## src/rtl/u_instr_encoder.sv

```systemverilog
// U/J-type instruction encoder (LUI, AUIPC, JAL) feeding a small FIFO that
// drains into instruction memory through a write port with backpressure.
module u_instr_encoder #(
    parameter int DEPTH     = 4,
    parameter int ADDR_W    = 10,
    parameter int BASE_ADDR = 0
) (
    input  logic                         clk,
    input  logic                         rst_n,
    input  logic                         clear,
    input  logic                         req_valid,
    output logic                         req_ready,
    input  logic [1:0]                   req_kind,
    input  logic [4:0]                   req_rd,
    input  logic [31:0]                  req_imm,
    output logic                         mem_we,
    input  logic                         mem_ready,
    output logic [ADDR_W-1:0]            mem_addr,
    output logic [31:0]                  mem_wdata,
    output logic [$clog2(DEPTH+1)-1:0]   level,
    output logic                         err
);

    localparam int LW = $clog2(DEPTH + 1);
    localparam int PW = $clog2(DEPTH);
    localparam logic [LW-1:0]     FULL_LEVEL = LW'(DEPTH);
    localparam logic [ADDR_W-1:0] BASE       = ADDR_W'(BASE_ADDR);

    localparam logic [1:0] KIND_NONE  = 2'b00;
    localparam logic [1:0] KIND_LUI   = 2'b01;
    localparam logic [1:0] KIND_AUIPC = 2'b10;
    localparam logic [1:0] KIND_JAL   = 2'b11;

    logic [31:0]       fifo_q [DEPTH];
    logic [PW-1:0]     wr_ptr_q, wr_ptr_d;
    logic [PW-1:0]     rd_ptr_q, rd_ptr_d;
    logic [LW-1:0]     level_q, level_d;
    logic [ADDR_W-1:0] addr_q, addr_d;
    logic              err_q, err_d;

    logic        accept;
    logic        push;
    logic        pop;
    logic        bad_req;
    logic [31:0] enc_word;

    // Words are encoded at accept time so the FIFO only ever holds final words.
    always_comb begin
        enc_word = '0;
        case (req_kind)
            KIND_LUI:   enc_word = {req_imm[31:12], req_rd, 7'b0110111};
            KIND_AUIPC: enc_word = {req_imm[31:12], req_rd, 7'b0010111};
            KIND_JAL:   enc_word = {req_imm[20], req_imm[10:1], req_imm[11],
                                    req_imm[19:12], req_rd, 7'b1101111};
            default:    enc_word = '0;
        endcase
    end

    assign req_ready = (level_q < FULL_LEVEL) & ~clear;
    assign mem_we    = (level_q != '0) & ~clear;
    assign mem_addr  = addr_q;
    assign mem_wdata = (level_q != '0) ? fifo_q[rd_ptr_q] : '0;
    assign level     = level_q;
    assign err       = err_q;

    assign accept  = req_valid & req_ready;
    assign push    = accept & (req_kind != KIND_NONE);
    assign pop     = mem_we & mem_ready;
    assign bad_req = (req_kind == KIND_NONE) | ((req_kind == KIND_JAL) & req_imm[0]);

    always_comb begin
        wr_ptr_d = wr_ptr_q;
        rd_ptr_d = rd_ptr_q;
        level_d  = level_q;
        addr_d   = addr_q;
        err_d    = err_q;
        if (clear) begin
            wr_ptr_d = '0;
            rd_ptr_d = '0;
            level_d  = '0;
            addr_d   = BASE;
            err_d    = 1'b0;
        end else begin
            if (push) begin
                wr_ptr_d = wr_ptr_q + 1'b1;
            end
            if (pop) begin
                rd_ptr_d = rd_ptr_q + 1'b1;
                addr_d   = addr_q + 1'b1;
            end
            case ({push, pop})
                2'b10:   level_d = level_q + 1'b1;
                2'b01:   level_d = level_q - 1'b1;
                default: level_d = level_q;
            endcase
            if (accept & bad_req) begin
                err_d = 1'b1;
            end
        end
    end

    always_ff @(posedge clk or negedge rst_n) begin
        if (!rst_n) begin
            wr_ptr_q <= '0;
            rd_ptr_q <= '0;
            level_q  <= '0;
            addr_q   <= BASE;
            err_q    <= 1'b0;
        end else begin
            wr_ptr_q <= wr_ptr_d;
            rd_ptr_q <= rd_ptr_d;
            level_q  <= level_d;
            addr_q   <= addr_d;
            err_q    <= err_d;
        end
    end

    // Storage needs no reset: the head is only visible while level is non-zero.
    always_ff @(posedge clk) begin
        if (push) begin
            fifo_q[wr_ptr_q] <= enc_word;
        end
    end

endmodule

```

## config.mk

```make
export PLATFORM = sky130hd
export DESIGN_NAME = u_instr_encoder
export DESIGN_NICKNAME = d
export VERILOG_FILES = /design/src/rtl/u_instr_encoder.sv
export SDC_FILE = /design/constraint.sdc
export NUM_CORES = 1
export LEC_CHECK = 0
export ABC_CLOCK_PERIOD_IN_PS = 3230
export CAP_MARGIN = 40
export CORE_UTILIZATION = 25
export DETAILED_ROUTE_END_ITERATION = 10
export PLACE_DENSITY_LB_ADDON = 0.08
export RECOVER_POWER = 50
export SLEW_MARGIN = 25
export SYNTH_ARGS = -nofsm -noshare
export SYNTH_HDL_FRONTEND = slang
export SYNTH_SLANG_ARGS = --single-unit
```

## constraint.sdc

```tcl
create_clock -name clk -period 3.23 [get_ports clk]
set_input_delay 0.646 -clock clk [delete_from_list [all_inputs] [get_ports clk]]
set_output_delay 0.646 -clock clk [all_outputs]
set_load 0.02 [all_outputs]
```

# [After elaboration in Yosys (flattened, before gate mapping)]
# Memories as Yosys holds them, arrays and structs flattened.
# Index checks and enable logic that the tools add are counted.
[word_totals] register_bits=18 mem_bits_rw=128 output_inout_bits=48 n_memories=1 input_bits=44
[op_classes] n_mux=14 eq_ne=5 order_cmp=1 n_bitwise=9 n_reduce_logical=7 add_sub_neg=5
[mem_list] name="fifo_q" depth=4 width=32 rd=1 rd_clocked_by_memory_dff=0 write_ports=1 line="34" text="logic [31:0] fifo_q [DEPTH];"
[ops] operator="32-bit one-hot mux with 3 select lines" count=1
[ops] operator="32-bit 2-to-1 mux" count=1
[ops] operator="10-bit 2-to-1 mux" count=2
[ops] operator="10-bit by 1-bit adder with 10-bit output, second input constant" count=1
[ops] operator="2-bit 2-to-1 mux" count=4
[ops] operator="2-bit nonzero test" count=4
[ops] operator="1-bit AND" count=7
[ops] operator="2-bit == test, second input constant" count=3
[ops] operator="3-bit one-hot mux with 2 select lines" count=1
[ops] operator="3-bit nonzero test" count=2
[ops] operator="2-bit by 1-bit adder with 2-bit output, second input constant" count=2
[ops] operator="2-bit by 1-bit == test with 1-bit output, second input constant" count=2
[ops] operator="1-bit 2-to-1 mux" count=4
[ops] operator="3-bit by 1-bit adder with 3-bit output, second input constant" count=1
[ops] operator="3-bit < comparator, second input constant" count=1
[ops] operator="3-bit 2-to-1 mux" count=1
[ops] operator="3-bit by 1-bit subtractor with 3-bit output, second input constant" count=1
[ops] operator="2-bit logical NOT" count=1
[ops] operator="1-bit inverter" count=1
[ops] operator="1-bit OR" count=1

# [Longest topological paths before layout]
[depth] depth_word=7 mapped_depth=9 depth_no_buf=7

# [Worst setup path before layout]
# Ideal clock, no wire load.
[synth_path] path_type="input to register" from="input port req_kind[0]" to="register level_q[2], in the netlist level[2]" path_slack_ns=0.402 path_buffers=2 arrival_ns=2.739 setup_time_ns=0.088 stages=9 cell_sequence="inv_1 ha_1 clkbuf_1 nor4b_2 buf_4 nor3_1 fa_1 or4_1 a41oi_1"
[synth_between] elab_chain_cells=5
[synth_lines] element="start, declared" line="13" text="input logic [1:0] req_kind,"
[synth_lines] element="2-bit nonzero test *" line="67" text="assign push = accept & (req_kind != KIND_NONE);"
[synth_lines] element="1-bit AND *" line="67"
[synth_lines] element="2-bit by 1-bit == test with 1-bit output / 2-bit == test (equally long branches)" line="91" text="case ({push, pop})"
[synth_lines] element="3-bit one-hot mux with 2 select lines" line="91"
[synth_lines] element="3-bit 2-to-1 mux" line="77" text="if (clear) begin"
[synth_lines] element="end signal, assigned" line="112" text="level_q <= level_d;"
[synth_lines] element="end, declared" line="37" text="logic [LW-1:0] level_q, level_d;"
# Mark *: on every way between the ends. The rest lies on a longest branch, timed or not.
# A chain may end at the register's enable or synchronous reset.

# [Worst setup path after layout]
[layout_path] from="register rd_ptr_q[0]" to="output port mem_wdata[0]"
[layout_between] elab_chain_cells=2
[layout_lines] element="start, declared" line="36" text="logic [PW-1:0] rd_ptr_q, rd_ptr_d;"
[layout_lines] element="start signal, assigned" line="111" text="rd_ptr_q <= rd_ptr_d;"
[layout_lines] element="memory read 4 x 32 bit"
[layout_lines] element="32-bit 2-to-1 mux" line="62" text="assign mem_wdata = (level_q != '0) ? fifo_q[rd_ptr_q] : '0;"
[layout_lines] element="end, declared" line="19" text="output logic [31:0] mem_wdata,"
# No other way between the ends.

==> metrics <==
routed wire length per instance=approximately 18 µm; Die Height=154 µm; post_cts resized=0; largest net degree at the start of global routing=32; total CTS buffers=17; cts hold-fix bufs=0; Starting DRT DRC Count=roughly 130; core area=22700 µm²; post-synthesis async set-or-reset flop share=0.134; Tot GR Track Use=0.122; row cnt=55; DR DRC count=0; Final ANT Viol Nets=0; final instance area=7690 µm²; Least-Margin Pin Slew=between 1 and 1.5 ns; Die W=about 150 µm; initial antenna violation count=0; clock skew=0.00572 ns; Top Ports=~90; HPWL after DPL=9070 µm; CTS sink count=about 130; Post-synth top flop=edfxtp_1; largest area contributor in the synthesized netlist=edfxtp_1; Slew Limit Fails=0; overall power=~4.4 mW; Layout Nets=just over 500; clock share of power=0.392; cell count after synthesis=between 300 and 400; Final setup viols=0; Placed Area=7220 µm²; Via density=4.37; Final min period=roughly 3 ns; max-cap violations=0; Routability Congestion=just under 0.7; syn nets=around 400; Ys Warns=0; crit path kind=register to primary output; switching share of power=0.254; Core Util, Final=0.338; Seq/Total Area, Yosys=0.677; Routed WL=13800 µm; PwrDens=567 nW/µm²; Post-CTS Setup Inserts=0; Synth top area share=0.600; Max-slew headroom=0.0784; Comb pwr share=0.159; period utilisation layout=0.937; flops & latches, synth=134; via count=3311; Static Leakage=approximately 2.6 nW; TritonCTS clock tree=built; Post-synth top cells=116 x edfxtp_1, 29 x mux4_2, 28 x nor2b_1; top cells by area, synth=edfxtp_1 60%, mux4_2 11%, dfrtp_1 7.8%; Layout Cells excl Fill=about 760; status=finished clean; RSZ-0062 raised after global routing=no; setup tns final=0 ns; port bufs=a little over 90; Sequential Power Share=0.449; H-tree depth=4; global route overflow=0; total inserted antenna cells=0; number of synthesized flops with an enable pin=about 120; Fmax=approximately 330 MHz; Worst Path Required=2.58 ns; first-pass GRT wire length=between 20000 and 25000 µm; crit path DAT=2.38 ns; CP Capture Type=primary output; startpoint type of the worst setup path=register; Placed Cells=between 700 and 800; Avg Cell Area, Syn=16.7 µm²; top-count cell post-synth=edfxtp_1; TritonRoute pass-1 iters=4; ratio of cells with drive above 1 in the final layout=0.193; switching pwr=between 1 and 1.5 mW; unique cell type count in the Yosys netlist=42; worst IR drop on VDD=~0.00034 V; Max Buffers Root-to-Sink=2; Layout area overhead=32.3%; cell internal pwr=~3.3 mW; Clock Latency Late Sink=0.41 ns; vias in the first global route=around 3500; CTS root buffer=clkbuf_16; die area=between 20000 and 25000 µm²; starting density of the core=0.256; Worst Path Max Fanout=31; cell area after synthesis=5810 µm²; clock-pin slew on the worst setup and hold paths=~0.060 ns; Fin. Hold Viols=0; worst min path class=register to register
state kept, by name (all words and copies together), names as in the netlist:
name	count
err	1
fifo_q	116
wr_ptr_q	2
mem_addr	10
level	3
rd_ptr_q	2
critical path: stages, from the launching register on:
cell	delay [ns]
dfrtp_2	0.37
buf_12	0.27
mux4_2	0.54
and2b_1	0.21
clkdlybuf4s50_1	0.55
final timing paths:
kind / to / startpoint / depth (start not counted) / slack, ns
worst max-delay path: mem_wdata[0] / rd_ptr_q[0] / 4 / 0.20
worst min-delay path: err / err / 2 / 0.54
worst max register to register: level[2] / level[0] / 6 / 0.86
worst min register to register: err / err / 2 / 0.54
max in group asynchronous: rd_ptr_q[1] / rst_n / 2 / 1.69
min in group asynchronous: mem_addr[8] / rst_n / 1 / 0.59
per-layer routing:
metal	wire, µm	track usage
met1	6380	0.156
met2	6740	0.200
met3	509	0.0367
met4	129	0.0368
met5	0	0
layout make-up:
class	instances	area [µm²]
well taps	285	357
clock inverters	15	108
inverters	9	33.8
clock buffers	17	425
flip-flops and latches	134	3940
fillers	2256	15000
multi-input cells	181	1690
repair buffers	116	1140
stage by stage:
step	setup WS, ns	hold slack, ns
final	0.203	0.538
after detailed placement	0.0822	0.532
after global placement	0.120	0.521
after CTS	0.132	0.534
after global routing	0.0712	0.563
after floorplan	0.402	0.350
cells by family (layout without fill, tap and decap cells):
group / Yosys count / after routing / synth area share
xor gates and xnor gates: 6 / 6 / 0.00905
and+or+nand+nor: 97 / 97 / 0.0969
DFF: 134 / 134 / 0.677
buffers and inverters: 32 / 157 / 0.0269
AOI/OAI and AO/OA: 34 / 34 / 0.0452
adders and majority gates: 11 / 11 / 0.0250
muxes: 33 / 33 / 0.120
cell usage in the layout, fill, tap and decap left out, drive strengths merged, types with 4 or more instances in the layout:
| master | instances |
|---|---|
| edfxtp | 116 |
| clkinvlp | 6 |
| a21oi | 7 |
| nor2b | 28 |
| nand2 | 5 |
| dfrtp | 18 |
| clkinv | 6 |
| and2 | 17 |
| buf | 19 |
| or4 | 4 |
| clkdlybuf4s50 | 74 |
| mux4 | 29 |
| nor2 | 26 |
| o31ai | 4 |
| a22oi | 13 |
| inv | 12 |
| dlygate4sd3 | 17 |
| ha | 10 |
| clkbuf | 23 |
power by group through the flow:
stage	logic [mW]	clock network (mW)	registers (mW)
final	0.694	1.71	1.96
after global routing	0.756	1.82	1.96
after CTS	0.733	1.76	1.96
after detailed placement	0.730	0	1.99
after global placement	0.728	0	1.99
after floorplan	0.390	0	2.00
Note: power is estimated with default switching activity, not from simulation.
